--- src/rtl/spmv_pkg.sv ---
// Shared SpMV constants: SRAM geometry, requester indices
// and the read-pipe tag carried alongside each SRAM read.
package spmv_pkg;

  localparam int SRAM_AW = 5;
  localparam int SRAM_DW = 256;
  localparam int MAX_REQ = 4;

  localparam int REQ_S0 = 0;
  localparam int REQ_S1 = 1;
  localparam int REQ_WB = 2;

  typedef struct packed {
    logic               valid;
    logic [MAX_REQ-1:0] id;
  } rd_tag_t;

endpackage

--- src/rtl/spmv_rr_pick.sv ---
// Round-robin pick: rotate req by ptr, take lowest set bit,
// rotate back. In: req_i, ptr_i. Out: one-hot gnt_o.
module spmv_rr_pick #(
  parameter int N  = 3,
  parameter int PW = 2
) (
  input  logic [N-1:0]  req_i,
  input  logic [PW-1:0] ptr_i,
  output logic [N-1:0]  gnt_o
);

  logic [2*N-1:0] dbl;
  logic [2*N-1:0] back;
  logic [N-1:0]   rot;
  logic [N-1:0]   pe;

  always_comb begin
    dbl   = {req_i, req_i} >> ptr_i;
    rot   = dbl[N-1:0];
    pe    = rot & (~rot + N'(1));
    back  = {pe, pe} << ptr_i;
    gnt_o = back[2*N-1:N];
  end

endmodule

--- src/rtl/spmv_sram_arbiter.sv ---
// Round-robin arbiter for one shared SRAM port with locked bursts
// and a READ_LAT read-return pipe. Ports: i_clk/i_rstn; per-requester
// i_req/i_we/i_lock/i_addr/i_wdata; o_gnt/o_rvalid/o_rdata back to
// requesters; o_sram_addr/o_sram_wr_en/o_sram_wdata/i_sram_rdata to
// the SRAM; o_busy. Define SPMV_ARB_WR_PRIORITY_EN to let any pending
// write pre-empt round-robin and locks (lowest writer index wins).
module spmv_sram_arbiter
  import spmv_pkg::*;
#(
  parameter int NUM_REQ  = 3,
  parameter int READ_LAT = 1,
  parameter int AW       = SRAM_AW,
  parameter int DW       = SRAM_DW
) (
  input  logic                  i_clk,
  input  logic                  i_rstn,
  input  logic [NUM_REQ-1:0]    i_req,
  input  logic [NUM_REQ-1:0]    i_we,
  input  logic [NUM_REQ-1:0]    i_lock,
  input  logic [NUM_REQ*AW-1:0] i_addr,
  input  logic [NUM_REQ*DW-1:0] i_wdata,
  output logic [NUM_REQ-1:0]    o_gnt,
  output logic [NUM_REQ-1:0]    o_rvalid,
  output logic [DW-1:0]         o_rdata,
  output logic [AW-1:0]         o_sram_addr,
  output logic                  o_sram_wr_en,
  output logic [DW-1:0]         o_sram_wdata,
  input  logic [DW-1:0]         i_sram_rdata,
  output logic                  o_busy
);

  localparam int PW = (NUM_REQ > 1) ? $clog2(NUM_REQ) : 1;

  logic [PW-1:0]      ptr_q, ptr_d;
  logic               lock_vld_q, lock_vld_d;
  logic [PW-1:0]      lock_id_q, lock_id_d;
  rd_tag_t            pipe_q [READ_LAT];
  rd_tag_t            pipe_d [READ_LAT];
  logic [NUM_REQ-1:0] rvalid_q, rvalid_d;
  logic [DW-1:0]      rdata_q, rdata_d;
  logic [AW-1:0]      addr_q, addr_d;
  logic [DW-1:0]      wdata_q, wdata_d;

  logic [NUM_REQ-1:0] rr_gnt;
  logic [NUM_REQ-1:0] gnt;
  logic [NUM_REQ-1:0] wr_req;
  logic [PW-1:0]      gidx;
  logic               any_gnt;
  logic               prio;
  logic               locked_hit;
  logic               pipe_out;
  logic               in_flight;

  spmv_rr_pick #(
    .N  (NUM_REQ),
    .PW (PW)
  ) u_pick (
    .req_i (i_req),
    .ptr_i (ptr_q),
    .gnt_o (rr_gnt)
  );

  // Grant selection; the grant is masked while reset is held.
  always_comb begin
    gnt        = '0;
    prio       = 1'b0;
    wr_req     = i_req & i_we;
    locked_hit = lock_vld_q && i_req[lock_id_q];
    if (!i_rstn) begin
      gnt = '0;
    end
`ifdef SPMV_ARB_WR_PRIORITY_EN
    else if (|wr_req) begin
      gnt  = wr_req & (~wr_req + NUM_REQ'(1));
      prio = 1'b1;
    end
`endif
    else if (locked_hit) begin
      for (int r = 0; r < NUM_REQ; r++) begin
        gnt[r] = (PW'(r) == lock_id_q);
      end
    end else begin
      gnt = rr_gnt;
    end
  end

  always_comb begin
    gidx = '0;
    for (int r = 0; r < NUM_REQ; r++) begin
      if (gnt[r]) gidx = PW'(r);
    end
    any_gnt = |gnt;
  end

  always_comb begin
    ptr_d = ptr_q;
    if (any_gnt && !prio && !locked_hit) begin
      if (gidx == PW'(NUM_REQ-1)) ptr_d = '0;
      else                        ptr_d = gidx + PW'(1);
    end
  end

  // Lock drops when the owner lets go of lock or request;
  // a grant carrying i_lock (re)claims ownership.
  always_comb begin
    lock_vld_d = lock_vld_q;
    lock_id_d  = lock_id_q;
    if (lock_vld_q && !(i_lock[lock_id_q] && i_req[lock_id_q])) begin
      lock_vld_d = 1'b0;
    end
    if (any_gnt && i_lock[gidx]) begin
      lock_vld_d = 1'b1;
      lock_id_d  = gidx;
    end
  end

  always_comb begin
    if (any_gnt) begin
      addr_d  = i_addr[int'(gidx)*AW +: AW];
      wdata_d = i_wdata[int'(gidx)*DW +: DW];
    end else begin
      addr_d  = addr_q;
      wdata_d = wdata_q;
    end
  end

  // Tag pipe: stage 0 loads on a granted read.
  always_comb begin
    pipe_d[0]                  = '0;
    pipe_d[0].valid            = any_gnt && !i_we[gidx];
    pipe_d[0].id[NUM_REQ-1:0]  = gnt;
    for (int k = 1; k < READ_LAT; k++) begin
      pipe_d[k] = pipe_q[k-1];
    end
  end

  always_comb begin
    pipe_out  = pipe_q[READ_LAT-1].valid && |pipe_q[READ_LAT-1].id;
    in_flight = 1'b0;
    for (int k = 0; k < READ_LAT; k++) begin
      in_flight = in_flight | pipe_q[k].valid;
    end
    rvalid_d = '0;
    rdata_d  = rdata_q;
    if (pipe_out) begin
      rvalid_d = pipe_q[READ_LAT-1].id[NUM_REQ-1:0];
      rdata_d  = i_sram_rdata;
    end
  end

  always_ff @(posedge i_clk or negedge i_rstn) begin
    if (!i_rstn) begin
      ptr_q      <= '0;
      lock_vld_q <= 1'b0;
      lock_id_q  <= '0;
      rvalid_q   <= '0;
      rdata_q    <= '0;
      addr_q     <= '0;
      wdata_q    <= '0;
      for (int k = 0; k < READ_LAT; k++) pipe_q[k] <= '0;
    end else begin
      ptr_q      <= ptr_d;
      lock_vld_q <= lock_vld_d;
      lock_id_q  <= lock_id_d;
      rvalid_q   <= rvalid_d;
      rdata_q    <= rdata_d;
      addr_q     <= addr_d;
      wdata_q    <= wdata_d;
      for (int k = 0; k < READ_LAT; k++) pipe_q[k] <= pipe_d[k];
    end
  end

  assign o_gnt        = gnt;
  assign o_rvalid     = rvalid_q;
  assign o_rdata      = rdata_q;
  assign o_sram_addr  = addr_d;
  assign o_sram_wdata = wdata_d;
  assign o_sram_wr_en = any_gnt && i_we[gidx];
  assign o_busy       = (|i_req) || in_flight;

endmodule

--- config.mk ---
export PLATFORM = sky130hd
export DESIGN_NAME = spmv_sram_arbiter
export DESIGN_NICKNAME = d
export VERILOG_FILES = /design/src/rtl/spmv_pkg.sv /design/src/rtl/spmv_rr_pick.sv /design/src/rtl/spmv_sram_arbiter.sv
export SDC_FILE = /design/constraint.sdc
export NUM_CORES = 1
export LEC_CHECK = 0
export ABC_AREA = 1
export CAP_MARGIN = 10
export CORE_AREA = 8 8 613 615
export CTS_CLUSTER_DIAMETER = 120
export DETAILED_ROUTE_END_ITERATION = 8
export DIE_AREA = 0 0 621 623
export GPL_ROUTABILITY_DRIVEN = 0
export PLACE_DENSITY = 0.3
export SLEW_MARGIN = 40
export SYNTH_ARGS = -nofsm -noshare
export SYNTH_HDL_FRONTEND = slang
export SYNTH_SLANG_ARGS = --single-unit
--- constraint.sdc ---
create_clock -name i_clk -period 2.65 [get_ports i_clk]
set_input_delay 0.53 -clock i_clk [delete_from_list [all_inputs] [get_ports i_clk]]
set_output_delay 0.53 -clock i_clk [all_outputs]
set_load 0.1 [all_outputs]
==> flow_summary.yaml <==
outcome:
  status: "finished, violations left"
  violations: "setup timing"
detailed_routing:
  drt_iter0_markers: 1501
  drc: 0
  drt_first_pass_iters: 5
  post_drt_wl_per_cell_um: 27.05
  ant_nets: 0
  wirelength_um: 273900
  vias_per_cell: 2.998
  vias: 30360
clock_tree:
  cts_buffer_depth: 4
  insertion_delay_ns: 0.78
  cts_made_buffers: 86
  clk_pin_slew_ns: 0.05
  cts_tree: "built"
  cts_root_buf: "clkbuf_16"
  clock-sinks: 529
  htree_num_levels: 3
placement:
  io_buffers: 1574
  dp_hpwl_um: 223700
sta:
  rsz0062_at_grt: "true"
  finalCritPeriodShare: 1.462
  max_freq_mhz: 258.2
  worst_slew_pin_slew_ns: 0.7599
  skew_ns: 0.05455
  layout_setup_ws_ns: -1.224
  relSlewSlack: 0.4934
  setup-violations-final: 270
  period_minus_slack_ns: 3.874
  hold_viol_final: 0
  finalHoldWorstSlack_ns: 0.1498
  slew_viol_final: 0
synthesis:
  yosysUniqueCellTypes: 25
  synth_nets: 4400
  syn_area_mm2: 0.02647
  ys_ff_latch: 529
  synth_area_per_cell_um2: 7.900
  synth_cells: 3350
  ys_warn_count: 0
  synth_seq_area_share: 0.5002
worst_setup_path:
  required_ns: 2.12
  crit_chain: "nor2_2 -> nand2_1 -> nand3_2 -> nand2_4 -> o21ai_2 -> inv_2 -> nand2_8 -> buf_16 -> nand3_4 -> buf_16 -> buf_12 -> buf_12 -> buf_12 -> nand2_1 -> nand2_2 -> buf_12"
  endpoint_kind: "output port"
  critPathMaxStageDelay_ns: 0.43
  worstPathMaxFanout: 18
  worst_path_max_delay_cell: "dfrtp_2"
  crit_top_cell: "buf_12"
  worstPathArrival_ns: 3.34
  crit_type: "register to output port"
  start_kind: "register"
layout:
  multi_input_area_mm2: 0.01391
  nets: 6268
  area.sequential_mm2: 0.01324
  fillers: 41210
  syn2layout_area_growth_pct: 124.3
  drive_gt1_frac: 0.3558
floorplan:
  ios: 1575
  rows: 223
  fp.dieH_um: 623
  core_mm2: 0.3666
  initial_core_util: 0.07219
  dieArea_mm2: 0.3869
  die_x_um: 621
global_route:
  grt_util_met1: 0.1388
  grt_pass1_wl_um: 347900
  antenna_found_initial: 77
  grt_usage: 0.1342
  met3_usage: 0.03991
  grt_max_degree: 107
  top_usage_layer: "met2"
  overflow: 0
  grt_pass1_vias: 32810
  met2_usage: 0.2647
run:
  cap_violations: 0
worst_hold_path:
  min_path_type: "input port to asynchronous set/reset pin"
[cells in the mapped netlist (all sizes together)]
cell	n	share of area
nand2	2165	0.31
dfrtp	529	0.50
mux2	256	0.11
buf	181	0.040
nand3	111	0.022
or2	47	0.011
clkbuf	24	0.0035
inv	19	0.0029
nor2	8	0.0011
o21ai	4	0.00076
o2111ai	2	0.00066
a31o	1	0.00033
nand4	1	0.00024
o211ai	1	0.00028
o31ai	1	0.00028
[path summary, 6_finish.rpt]
kind | start | to | slack (ns) | depth (start not counted)
worst max-delay path | lock_id_q[1] | o_sram_wdata[158] | -1.22 | 16
worst min-delay path | i_rstn | o_rdata[186] | 0.15 | 3
worst max register to register | ptr_q[0] | in_flight | -0.07 | 18
worst min register to register | wdata_q[165] | wdata_q[165] | 0.50 | 2
max in group asynchronous | i_rstn | wdata_q[28] | 1.08 | 5
min in group i_clk | i_sram_rdata[204] | o_rdata[204] | 0.36 | 2
[state kept, by name, indices dropped and copies added, names as in the netlist]
register,count
lock_vld_q,1
o_rvalid,3
addr_q,5
ptr_q,2
pipe_q,3
lock_id_q,2
o_rdata,256
wdata_q,256
in_flight,1
[cell usage in the layout, fill, tap and decap left out, drive strengths merged, types with 2 or more instances in the layout]
master / instances
buf: 916
bufbuf: 5
bufinv: 2
clkbuf: 132
clkdlybuf4s50: 1048
clkinv: 16
clkinvlp: 3
dfrtp: 529
diode: 19
inv: 23
mux2: 256
nand2: 2165
nand3: 111
nor2: 8
o2111ai: 2
o21ai: 4
or2: 47
[logic make-up (layout without fill, tap and decap cells)]
| kind of cell | Yosys count | count (layout) | share of synthesized area |
|---|---|---|---|
| buffers and inverters | 224 | 2146 | 0.04633 |
| AND/OR/NAND/NOR | 2332 | 2332 | 0.3422 |
| AO/OA/AOI/OAI | 9 | 9 | 0.002317 |
| other | 0 | 19 | 0 |
| flip-flops | 529 | 529 | 0.5002 |
| multiplexers | 256 | 256 | 0.1089 |
[worst max-delay path, delay by kind of cell (launching register included)]
| kind | cells | cell delay (ns) |
|---|---|---|
| compound gates | 1 | 0.16 |
| buf+inv | 7 | 1.10 |
| flops | 1 | 0.43 |
| simple gates | 8 | 0.74 |
[through the flow]
step	setup WS (ns)	util	setup TNS [ns]	std cells	cell area, um^2
final	-1.224	0.1619	-293.06	10130	59350
after global routing	-1.401	0.1618	-352.94	10120	59330
after CTS	-1.371	0.1583	-336.10	10070	58050
after detailed placement	-1.568	0.1445	-442.66	9859	52990
after global placement	-1.586	0.1445	-471.71	9859	52980
after floorplan	-0.1996	-	-0.1996	3350	27120
[cell type report]
class	instances	area share
clock buffers	124	0.04136
inverters	19	0.002361
repair buffers	1978	0.3901
multi-input cells	2597	0.2343
repair inverters	7	0.002825
well taps	4837	0.1020
diodes	19	0.0008011
clock inverters	18	0.003120
flip-flops and latches	529	0.2231
[repair_timing]
action / in CTS / in global routing
gates resized for setup: 294 / 219
pin swaps: 38 / 57
cloned: 29 / 9
hold buffers: 1 / 0
buffers inserted: 45 / 30
setup endpoints to repair: 378 / 292
endpoints found under the hold margin: 8 / 0
[layer usage]
| metal | up-vias | routed length (um) |
|---|---|---|
| li1 | 14130 | - |
| met1 | 14860 | 98310 |
| met2 | 1067 | 151300 |
| met3 | 230 | 17720 |
| met4 | 72 | 6183 |
| met5 | - | 467 |
Power is left out: the tool's default activity adds up to more than one toggle a clock period on the data nets, which glitch-free logic cannot reach.
